$ cat src/rtl/gb_vga_scaler_if.sv
// Framebuffer read port and VGA output bundle of the GB scaler.
// master = scaler side, slave = framebuffer / display side.
interface gb_vga_scaler_if #(
  parameter int ADDR_W  = 15,
  parameter int COLOR_W = 2
);
  logic [ADDR_W-1:0]  fb_addr;
  logic [1:0]         fb_data;
  logic [COLOR_W-1:0] vga_r;
  logic [COLOR_W-1:0] vga_g;
  logic [COLOR_W-1:0] vga_b;
  logic               vga_hs;
  logic               vga_vs;
  logic               frame_start;

  modport master (
    output fb_addr,
    input  fb_data,
    output vga_r,
    output vga_g,
    output vga_b,
    output vga_hs,
    output vga_vs,
    output frame_start
  );

  modport slave (
    input  fb_addr,
    output fb_data,
    input  vga_r,
    input  vga_g,
    input  vga_b,
    input  vga_hs,
    input  vga_vs,
    input  frame_start
  );
endinterface

$ cat src/rtl/gb_vga_scaler.sv
// VGA output stage: timing, integer-scaled framebuffer fetch,
// palette lookup and border fill in the 25 MHz pixel domain.
module gb_vga_scaler #(
  parameter int H_PIXELS = 640,
  parameter int H_FP     = 16,
  parameter int H_PULSE  = 96,
  parameter int H_BP     = 48,
  parameter int H_POL    = 0,
  parameter int V_PIXELS = 480,
  parameter int V_FP     = 10,
  parameter int V_PULSE  = 2,
  parameter int V_BP     = 33,
  parameter int V_POL    = 1,
  parameter int SRC_W    = 160,
  parameter int SRC_H    = 144,
  parameter int SCALE    = 3,
  parameter int X_OFF    = 80,
  parameter int Y_OFF    = 24,
  parameter int ADDR_W   = 15,
  parameter int COLOR_W  = 2
) (
  input  logic                 CLK_25MHz,
  input  logic                 reset,
  gb_vga_scaler_if.master      vga,
  input  logic                 pal_we,
  input  logic [1:0]           pal_idx,
  input  logic [3*COLOR_W-1:0] pal_rgb,
  input  logic [3*COLOR_W-1:0] border_rgb
);

  localparam int H_FRAME = H_PIXELS + H_FP + H_PULSE + H_BP;
  localparam int V_FRAME = V_PIXELS + V_FP + V_PULSE + V_BP;
  localparam int HW = $clog2(H_FRAME);
  localparam int VW = $clog2(V_FRAME);
  localparam int XW = $clog2(SRC_W + 1);
  localparam int SW = $clog2(SCALE + 1);
  localparam int CW = 3 * COLOR_W;

  localparam logic [HW-1:0] H_LAST = HW'(H_FRAME - 1);
  localparam logic [HW-1:0] H_VIS  = HW'(H_PIXELS);
  localparam logic [HW-1:0] HS_ON  = HW'(H_PIXELS + H_FP);
  localparam logic [HW-1:0] HS_END =
    HW'(H_PIXELS + H_FP + H_PULSE - 1);
  localparam logic [HW-1:0] WX0 = HW'(X_OFF);
  localparam logic [HW-1:0] WX1 = HW'(X_OFF + SRC_W * SCALE - 1);

  localparam logic [VW-1:0] V_LAST = VW'(V_FRAME - 1);
  localparam logic [VW-1:0] V_VIS  = VW'(V_PIXELS);
  localparam logic [VW-1:0] VS_ON  = VW'(V_PIXELS + V_FP);
  localparam logic [VW-1:0] VS_END =
    VW'(V_PIXELS + V_FP + V_PULSE - 1);
  localparam logic [VW-1:0] WY0 = VW'(Y_OFF);
  localparam logic [VW-1:0] WY1 = VW'(Y_OFF + SRC_H * SCALE - 1);

  localparam logic [SW-1:0]     S_LAST  = SW'(SCALE - 1);
  localparam logic [ADDR_W-1:0] LB_STEP = ADDR_W'(SRC_W);
  localparam logic HS_ACT = 1'(H_POL);
  localparam logic VS_ACT = 1'(V_POL);

  localparam int FULL = (1 << COLOR_W) - 1;
  localparam logic [COLOR_W-1:0] L0 = COLOR_W'(FULL);
  localparam logic [COLOR_W-1:0] L1 = COLOR_W'(FULL * 2 / 3);
  localparam logic [COLOR_W-1:0] L2 = COLOR_W'(FULL / 3);
  localparam logic [COLOR_W-1:0] L3 = '0;

  if (SCALE < 1) begin : g_bad_scale
    $error("SCALE must be at least 1");
  end
  if (X_OFF + SRC_W * SCALE > H_PIXELS) begin : g_bad_x
    $error("scaled image exceeds visible width");
  end
  if (Y_OFF + SRC_H * SCALE > V_PIXELS) begin : g_bad_y
    $error("scaled image exceeds visible height");
  end
  if (SRC_W * SRC_H > (1 << ADDR_W)) begin : g_bad_addr
    $error("source image does not fit ADDR_W");
  end

  logic [HW-1:0]     h;
  logic [VW-1:0]     v;
  logic [SW-1:0]     x_sub;
  logic [SW-1:0]     y_sub;
  logic [XW-1:0]     src_x;
  logic [ADDR_W-1:0] line_base;

  logic in_x;
  logic in_y;
  logic vis;
  logic hs_on;
  logic vs_on;

  assign in_x  = (h >= WX0) && (h <= WX1);
  assign in_y  = (v >= WY0) && (v <= WY1);
  assign vis   = (h < H_VIS) && (v < V_VIS);
  assign hs_on = (h >= HS_ON) && (h <= HS_END);
  assign vs_on = (v >= VS_ON) && (v <= VS_END);

  // S0: raster counters and incremental source coordinates
  always_ff @(posedge CLK_25MHz) begin
    if (reset) begin
      h         <= '0;
      v         <= '0;
      x_sub     <= '0;
      y_sub     <= '0;
      src_x     <= '0;
      line_base <= '0;
    end else begin
      h <= (h == H_LAST) ? '0 : h + HW'(1);
      if (in_x && (h != WX1)) begin
        if (x_sub == S_LAST) begin
          x_sub <= '0;
          src_x <= src_x + XW'(1);
        end else begin
          x_sub <= x_sub + SW'(1);
        end
      end else begin
        x_sub <= '0;
        src_x <= '0;
      end
      if (h == H_LAST) begin
        v <= (v == V_LAST) ? '0 : v + VW'(1);
        if (in_y && (v != WY1)) begin
          if (y_sub == S_LAST) begin
            y_sub     <= '0;
            line_base <= line_base + LB_STEP;
          end else begin
            y_sub <= y_sub + SW'(1);
          end
        end else begin
          y_sub     <= '0;
          line_base <= '0;
        end
      end
    end
  end

  logic s1_win;
  logic s1_vis;
  logic s1_hs;
  logic s1_vs;
  logic s1_first;

  // S1: address out, flags follow it
  always_ff @(posedge CLK_25MHz) begin
    if (reset) begin
      vga.fb_addr <= '0;
      s1_win      <= 1'b0;
      s1_vis      <= 1'b0;
      s1_hs       <= 1'b0;
      s1_vs       <= 1'b0;
      s1_first    <= 1'b0;
    end else begin
      vga.fb_addr <= line_base + ADDR_W'(src_x);
      s1_win      <= in_x && in_y;
      s1_vis      <= vis;
      s1_hs       <= hs_on;
      s1_vs       <= vs_on;
      s1_first    <= (h == '0) && (v == '0);
    end
  end

  logic [CW-1:0] pal [4];
  logic [CW-1:0] pix;
  logic [CW-1:0] rgb_nxt;

  assign pix = pal[vga.fb_data];

  always_comb begin
    rgb_nxt = '0;
    unique case (1'b1)
      !s1_vis:           rgb_nxt = '0;
      s1_vis && s1_win:  rgb_nxt = pix;
      s1_vis && !s1_win: rgb_nxt = border_rgb;
    endcase
  end

  // S2: lookup sees the palette before any same-edge write
  always_ff @(posedge CLK_25MHz) begin
    if (reset) begin
      vga.vga_r       <= '0;
      vga.vga_g       <= '0;
      vga.vga_b       <= '0;
      vga.vga_hs      <= ~HS_ACT;
      vga.vga_vs      <= ~VS_ACT;
      vga.frame_start <= 1'b0;
    end else begin
      {vga.vga_r, vga.vga_g, vga.vga_b} <= rgb_nxt;
      vga.vga_hs      <= s1_hs ? HS_ACT : ~HS_ACT;
      vga.vga_vs      <= s1_vs ? VS_ACT : ~VS_ACT;
      vga.frame_start <= s1_first;
    end
  end

  always_ff @(posedge CLK_25MHz) begin
    if (reset) begin
      pal[0] <= {L0, L0, L0};
      pal[1] <= {L1, L1, L1};
      pal[2] <= {L2, L2, L2};
      pal[3] <= {L3, L3, L3};
    end else if (pal_we) begin
      pal[pal_idx] <= pal_rgb;
    end
  end

endmodule

$ cat src/flat_wrapper.sv
// flat-port wrapper written by rule: the top's interface ports become plain ports
module gb_vga_scaler_flat 
#(
  parameter int H_PIXELS = 640,
  parameter int H_FP     = 16,
  parameter int H_PULSE  = 96,
  parameter int H_BP     = 48,
  parameter int H_POL    = 0,
  parameter int V_PIXELS = 480,
  parameter int V_FP     = 10,
  parameter int V_PULSE  = 2,
  parameter int V_BP     = 33,
  parameter int V_POL    = 1,
  parameter int SRC_W    = 160,
  parameter int SRC_H    = 144,
  parameter int SCALE    = 3,
  parameter int X_OFF    = 80,
  parameter int Y_OFF    = 24,
  parameter int ADDR_W   = 15,
  parameter int COLOR_W  = 2
)
  (CLK_25MHz, reset, pal_we, pal_idx, pal_rgb, border_rgb, vga_fb_addr, vga_fb_data, vga_vga_r, vga_vga_g, vga_vga_b, vga_vga_hs, vga_vga_vs, vga_frame_start);
  gb_vga_scaler_if #(.ADDR_W(ADDR_W), .COLOR_W(COLOR_W)) vga_i ();
  input  logic CLK_25MHz;
  input  logic reset;
  input  logic pal_we;
  input  logic [1:0] pal_idx;
  input  logic [3*COLOR_W-1:0] pal_rgb;
  input  logic [3*COLOR_W-1:0] border_rgb;
  output wire logic [$bits(vga_i.fb_addr)-1:0] vga_fb_addr;
  input wire logic [$bits(vga_i.fb_data)-1:0] vga_fb_data;
  output wire logic [$bits(vga_i.vga_r)-1:0] vga_vga_r;
  output wire logic [$bits(vga_i.vga_g)-1:0] vga_vga_g;
  output wire logic [$bits(vga_i.vga_b)-1:0] vga_vga_b;
  output wire logic [$bits(vga_i.vga_hs)-1:0] vga_vga_hs;
  output wire logic [$bits(vga_i.vga_vs)-1:0] vga_vga_vs;
  output wire logic [$bits(vga_i.frame_start)-1:0] vga_frame_start;
  assign vga_fb_addr = vga_i.fb_addr;
  assign vga_i.fb_data = vga_fb_data;
  assign vga_vga_r = vga_i.vga_r;
  assign vga_vga_g = vga_i.vga_g;
  assign vga_vga_b = vga_i.vga_b;
  assign vga_vga_hs = vga_i.vga_hs;
  assign vga_vga_vs = vga_i.vga_vs;
  assign vga_frame_start = vga_i.frame_start;
  gb_vga_scaler #(.H_PIXELS(H_PIXELS), .H_FP(H_FP), .H_PULSE(H_PULSE), .H_BP(H_BP), .H_POL(H_POL), .V_PIXELS(V_PIXELS), .V_FP(V_FP), .V_PULSE(V_PULSE), .V_BP(V_BP), .V_POL(V_POL), .SRC_W(SRC_W), .SRC_H(SRC_H), .SCALE(SCALE), .X_OFF(X_OFF), .Y_OFF(Y_OFF), .ADDR_W(ADDR_W), .COLOR_W(COLOR_W)) u_core (.CLK_25MHz(CLK_25MHz), .reset(reset), .vga(vga_i), .pal_we(pal_we), .pal_idx(pal_idx), .pal_rgb(pal_rgb), .border_rgb(border_rgb));
endmodule
$ cat config.mk
export PLATFORM = sky130hd
export DESIGN_NAME = gb_vga_scaler_flat
export DESIGN_NICKNAME = d
export VERILOG_FILES = /design/src/rtl/gb_vga_scaler_if.sv /design/src/rtl/gb_vga_scaler.sv /design/src/flat_wrapper.sv
export SDC_FILE = /design/constraint.sdc
export NUM_CORES = 1
export LEC_CHECK = 0
export ABC_AREA = 1
export CAP_MARGIN = 20
export CORE_MARGIN = 1.5
export CORE_UTILIZATION = 57
export CTS_CLUSTER_DIAMETER = 50
export DETAILED_ROUTE_END_ITERATION = 8
export PLACE_DENSITY = 0.76
export SYNTH_ARGS = -nofsm -noshare
export SYNTH_HDL_FRONTEND = slang
export SYNTH_SLANG_ARGS = --single-unit
$ cat constraint.sdc
create_clock -name CLK_25MHz -period 1.7 [get_ports CLK_25MHz]
set_input_delay 0.34 -clock CLK_25MHz [delete_from_list [all_inputs] [get_ports CLK_25MHz]]
set_output_delay 0.34 -clock CLK_25MHz [all_outputs]
set_load 0.02 [all_outputs]
==> reports/results.tsv <==
metric	value	unit
status	complete, no violations	
drc	0	
gp_congestion	0.882	
mappedNetlistArea	4500	um^2
p_switching	982	uW
period_needed	1.65	ns
fillers	604	
grt-ovfl-total	0	
min_path_cells	2	
clk_pin_slew	0.09	ns
leakagePower	2.25	nW
ant_nets	0	
cts_made_buffers	9	
reg2reg_slack	0.14	ns
grt_pass1_wl	16600	um
start_kind	register	
crit_family	buffers and inverters	
drt-initial-drc-count	201	
synth_largest_area_cell	dfxtp_1	
arrival	1.31	ns
internal-power	3.08	mW
yosys_warnings	0	
start_util	58.5	%
hpwlAfterDp	7340	um
worstHoldEndpoint	u_core.vga.vga_vs	
cap_violations	0	
skew	0.0161	ns
synth-edff-count	24	
layout.cells.non_filler	756	
synth_seq_cells	95	
maxSlewViolCount	0	
finalHoldViolCount	0	
r2r-end	u_core.v[4]	
pre_cts_slack	-0.166	ns
cts.root.buffer_cell	clkbuf_8	
hold_buffers	0	
seqCellArea	2140	um^2
clk_latency	0.37	ns
cts.sinks	95	
hp-class	reg -> reg	
ys_seq_area_share	47.6	%
multi_input_area	2000	um^2
cts.path.max_buffers	2	
cts_max_level	3	
dpl-instance-area	5230	um^2
post-route-period-util	96.9	%
dieArea	8440	um^2
crit_path_end_kind	output pin	
nNetsFinal	680	
syn_area_per_cell	7.78	um^2
design_area	5490	um^2
path_class	reg -> out	
rows	32	
combPwrFrac	6.8	%
max_freq	607	MHz
grt_use_total	24.9	%
dr.pass1.iters	5	
r2r_start	u_core.h[1]	
vdd_drop_max	0.000518	V
p_sw_share	24.2	%
pwr-share-clk	34.2	%
tns	0	ns
worstSetupStartpoint	u_core.vga.vga_vs	
synth_nets	609	
io_buffers	42	
via_count	3988	
syn_inst	578	
powerDensity	741	nW/um^2
crit_buf_inv	1	
io_pins	43	
synth-main-ff-cell	dfxtp_1	
min_from	u_core.s1_vs	
synth_top_area_share	31.6	%
die_x	91.8	um
wire_per_inst	13.1	um
cts_tree	built	
fin_ws	0.0532	ns
cp_data_required_time	1.36	ns
synthArstFlopShare	0	%
grt_pass1_vias	3742	
cp_num_cells	1	
cp_slowest_cell	clkdlybuf4s50_1	
ys_types	42	
routed_via_density	5.28	
placeableCoreArea	7690	um^2
seqPwrFrac	59.1	%
fin_util	71.4	%
syn_to_final_growth	21.9	%
die_h	91.8	um
path_cells	clkdlybuf4s50_1	
worst-r2r-cell-count	6	
layout-drive-gt1-share	12.5	%
grt_max_degree	27	
antenna_found_initial	0	
setup_viol	0	
rsz0062_at_grt	no	
crit_fanout	1	
num_antenna_cells	0	
synth.top_cells.by_area	dfxtp_1 32%, edfxtp_1 16%, nand2_1 8.8%	
dp.cells	738	
drt-total-wl	9930	um
slowest_delay	0.60	ns
cell type report:
type	instances	share of cell area, %
clock inverter	6	0.798
clock buffer	10	2.51
tap	102	2.33
sequential	95	39.1
timing repair inverter	1	0.0912
inverter	90	6.16
multi-input combinational	379	36.4
timing repair buffer	73	12.6
logic make-up (layout without fill, tap and decap cells):
kind of cell             Yosys count  count (layout)  synth area share [%]
buffers and inverters            104             180                  9.20
AO/OA/AOI/OAI                     75              75                  9.59
adder cells (fa/ha/maj)           12              12                  3.34
XOR/XNOR                          12              12                  2.34
flip-flops                        95              95                  47.6
other                              1               1                0.0833
AND/OR/NAND/NOR                  279             279                  27.8
power groups by stage:
| stage | clock [mW] | combinational (mW) | sequential (mW) |
|---|---|---|---|
| after floorplan | 0 | 0.126 | 2.45 |
| after global placement | 0 | 0.266 | 2.45 |
| after detailed placement | 0 | 0.272 | 2.45 |
| after CTS | 1.42 | 0.274 | 2.40 |
| after global routing | 1.52 | 0.303 | 2.40 |
| final | 1.39 | 0.274 | 2.40 |
through the flow:
step,power [mW],hold slack [ns]
2_1_floorplan,2.58,0.351
3_3_place_gp,2.72,0.387
3_5_place_dp,2.72,0.380
4_1_cts,4.09,0.407
5_1_grt,4.23,0.425
6_report,4.06,0.407
cells in the final DEF, fill, tap and decap left out, types with 3 or more instances in the layout:
cell type / n
nand4_1: 18
edfxtp_1: 24
nand2_1: 104
clkdlybuf4s50_1: 42
clkbuf_8: 10
ha_1: 10
a21oi_1: 34
o21ai_0: 20
nor2_1: 91
buf_4: 28
nor3_1: 11
o32ai_1: 6
buf_12: 3
inv_2: 10
nand3_1: 30
inv_1: 81
nand2_2: 3
dfxtp_1: 69
nor4_1: 3
xor2_1: 10
nor2_2: 4
nand3_2: 3
Yosys cell counts, types with 2 or more instances:
| cell | instances |
|---|---|
| nand2_1 | 105 |
| clkbuf_1 | 7 |
| nor3b_1 | 2 |
| ha_1 | 12 |
| nor2_1 | 94 |
| o22ai_1 | 2 |
| xor2_1 | 10 |
| edfxtp_1 | 24 |
| nand4_1 | 18 |
| nand4_2 | 3 |
| inv_2 | 8 |
| a211oi_1 | 2 |
| nor4_1 | 3 |
| dfxtp_1 | 71 |
| nor3_1 | 13 |
| o32ai_1 | 6 |
| buf_2 | 3 |
| o21ai_1 | 2 |
| inv_1 | 82 |
| o21ai_0 | 21 |
| nand3_2 | 4 |
| nand2_2 | 2 |
| buf_6 | 2 |
| a21oi_1 | 34 |
| xnor2_1 | 2 |
| nand3_1 | 30 |
routing by layer:
metal | wire length, um | up-vias | global-route usage, %
li1 | - | 2023 | -
met1 | 4500 | 1815 | 30.8
met2 | 4720 | 131 | 43.3
met3 | 516 | 19 | 3.73
met4 | 203 | 0 | 10.3
met5 | 0 | - | 0
worst register-to-register path: stages, from the launching register on:
cell     delay, ns
dfxtp_1       0.36
ha_2          0.21
nand3_2       0.13
nor3_4        0.36
nand3_1       0.16
o21ai_0       0.17
a21oi_1       0.06
what timing repair did:
item / CTS / global route
buffers inserted: 0 / 1
gates cloned: 0 / 1
setup endpoints to repair: 1 / 39
pin swaps: 0 / 2
resized for setup: 1 / 15
sequential cells by signal, summed over array words and instances, names as in the netlist:
signal	count
u_core.vga.vga_r	2
u_core.vga.vga_b	2
u_core.vga.vga_g	2
u_core.x_sub	2
u_core.s1_win	1
u_core.src_x	8
u_core.vga.fb_addr	15
u_core.vga.vga_hs	1
u_core.s1_vis	1
u_core.s1_hs	1
u_core.vga.frame_start	1
u_core.line_base	10
u_core.v	10
u_core.h	10
u_core.s1_first	1
u_core.s1_vs	1
u_core.pal	24
u_core.y_sub	2
u_core.vga.vga_vs	1
worst max-delay path by stage:
stage | end | slack, ns
2_1_floorplan | u_core.pal[0][0] | 0.16
5_1_grt | vga_vga_vs | 0.01
4_1_cts | u_core.v[8] | 0.03
3_3_place_gp | u_core.pal[1][3] | -0.15
3_5_place_dp | u_core.pal[2][5] | -0.17
6_report | vga_vga_vs | 0.05
Note: power is estimated with default switching activity, not from simulation.
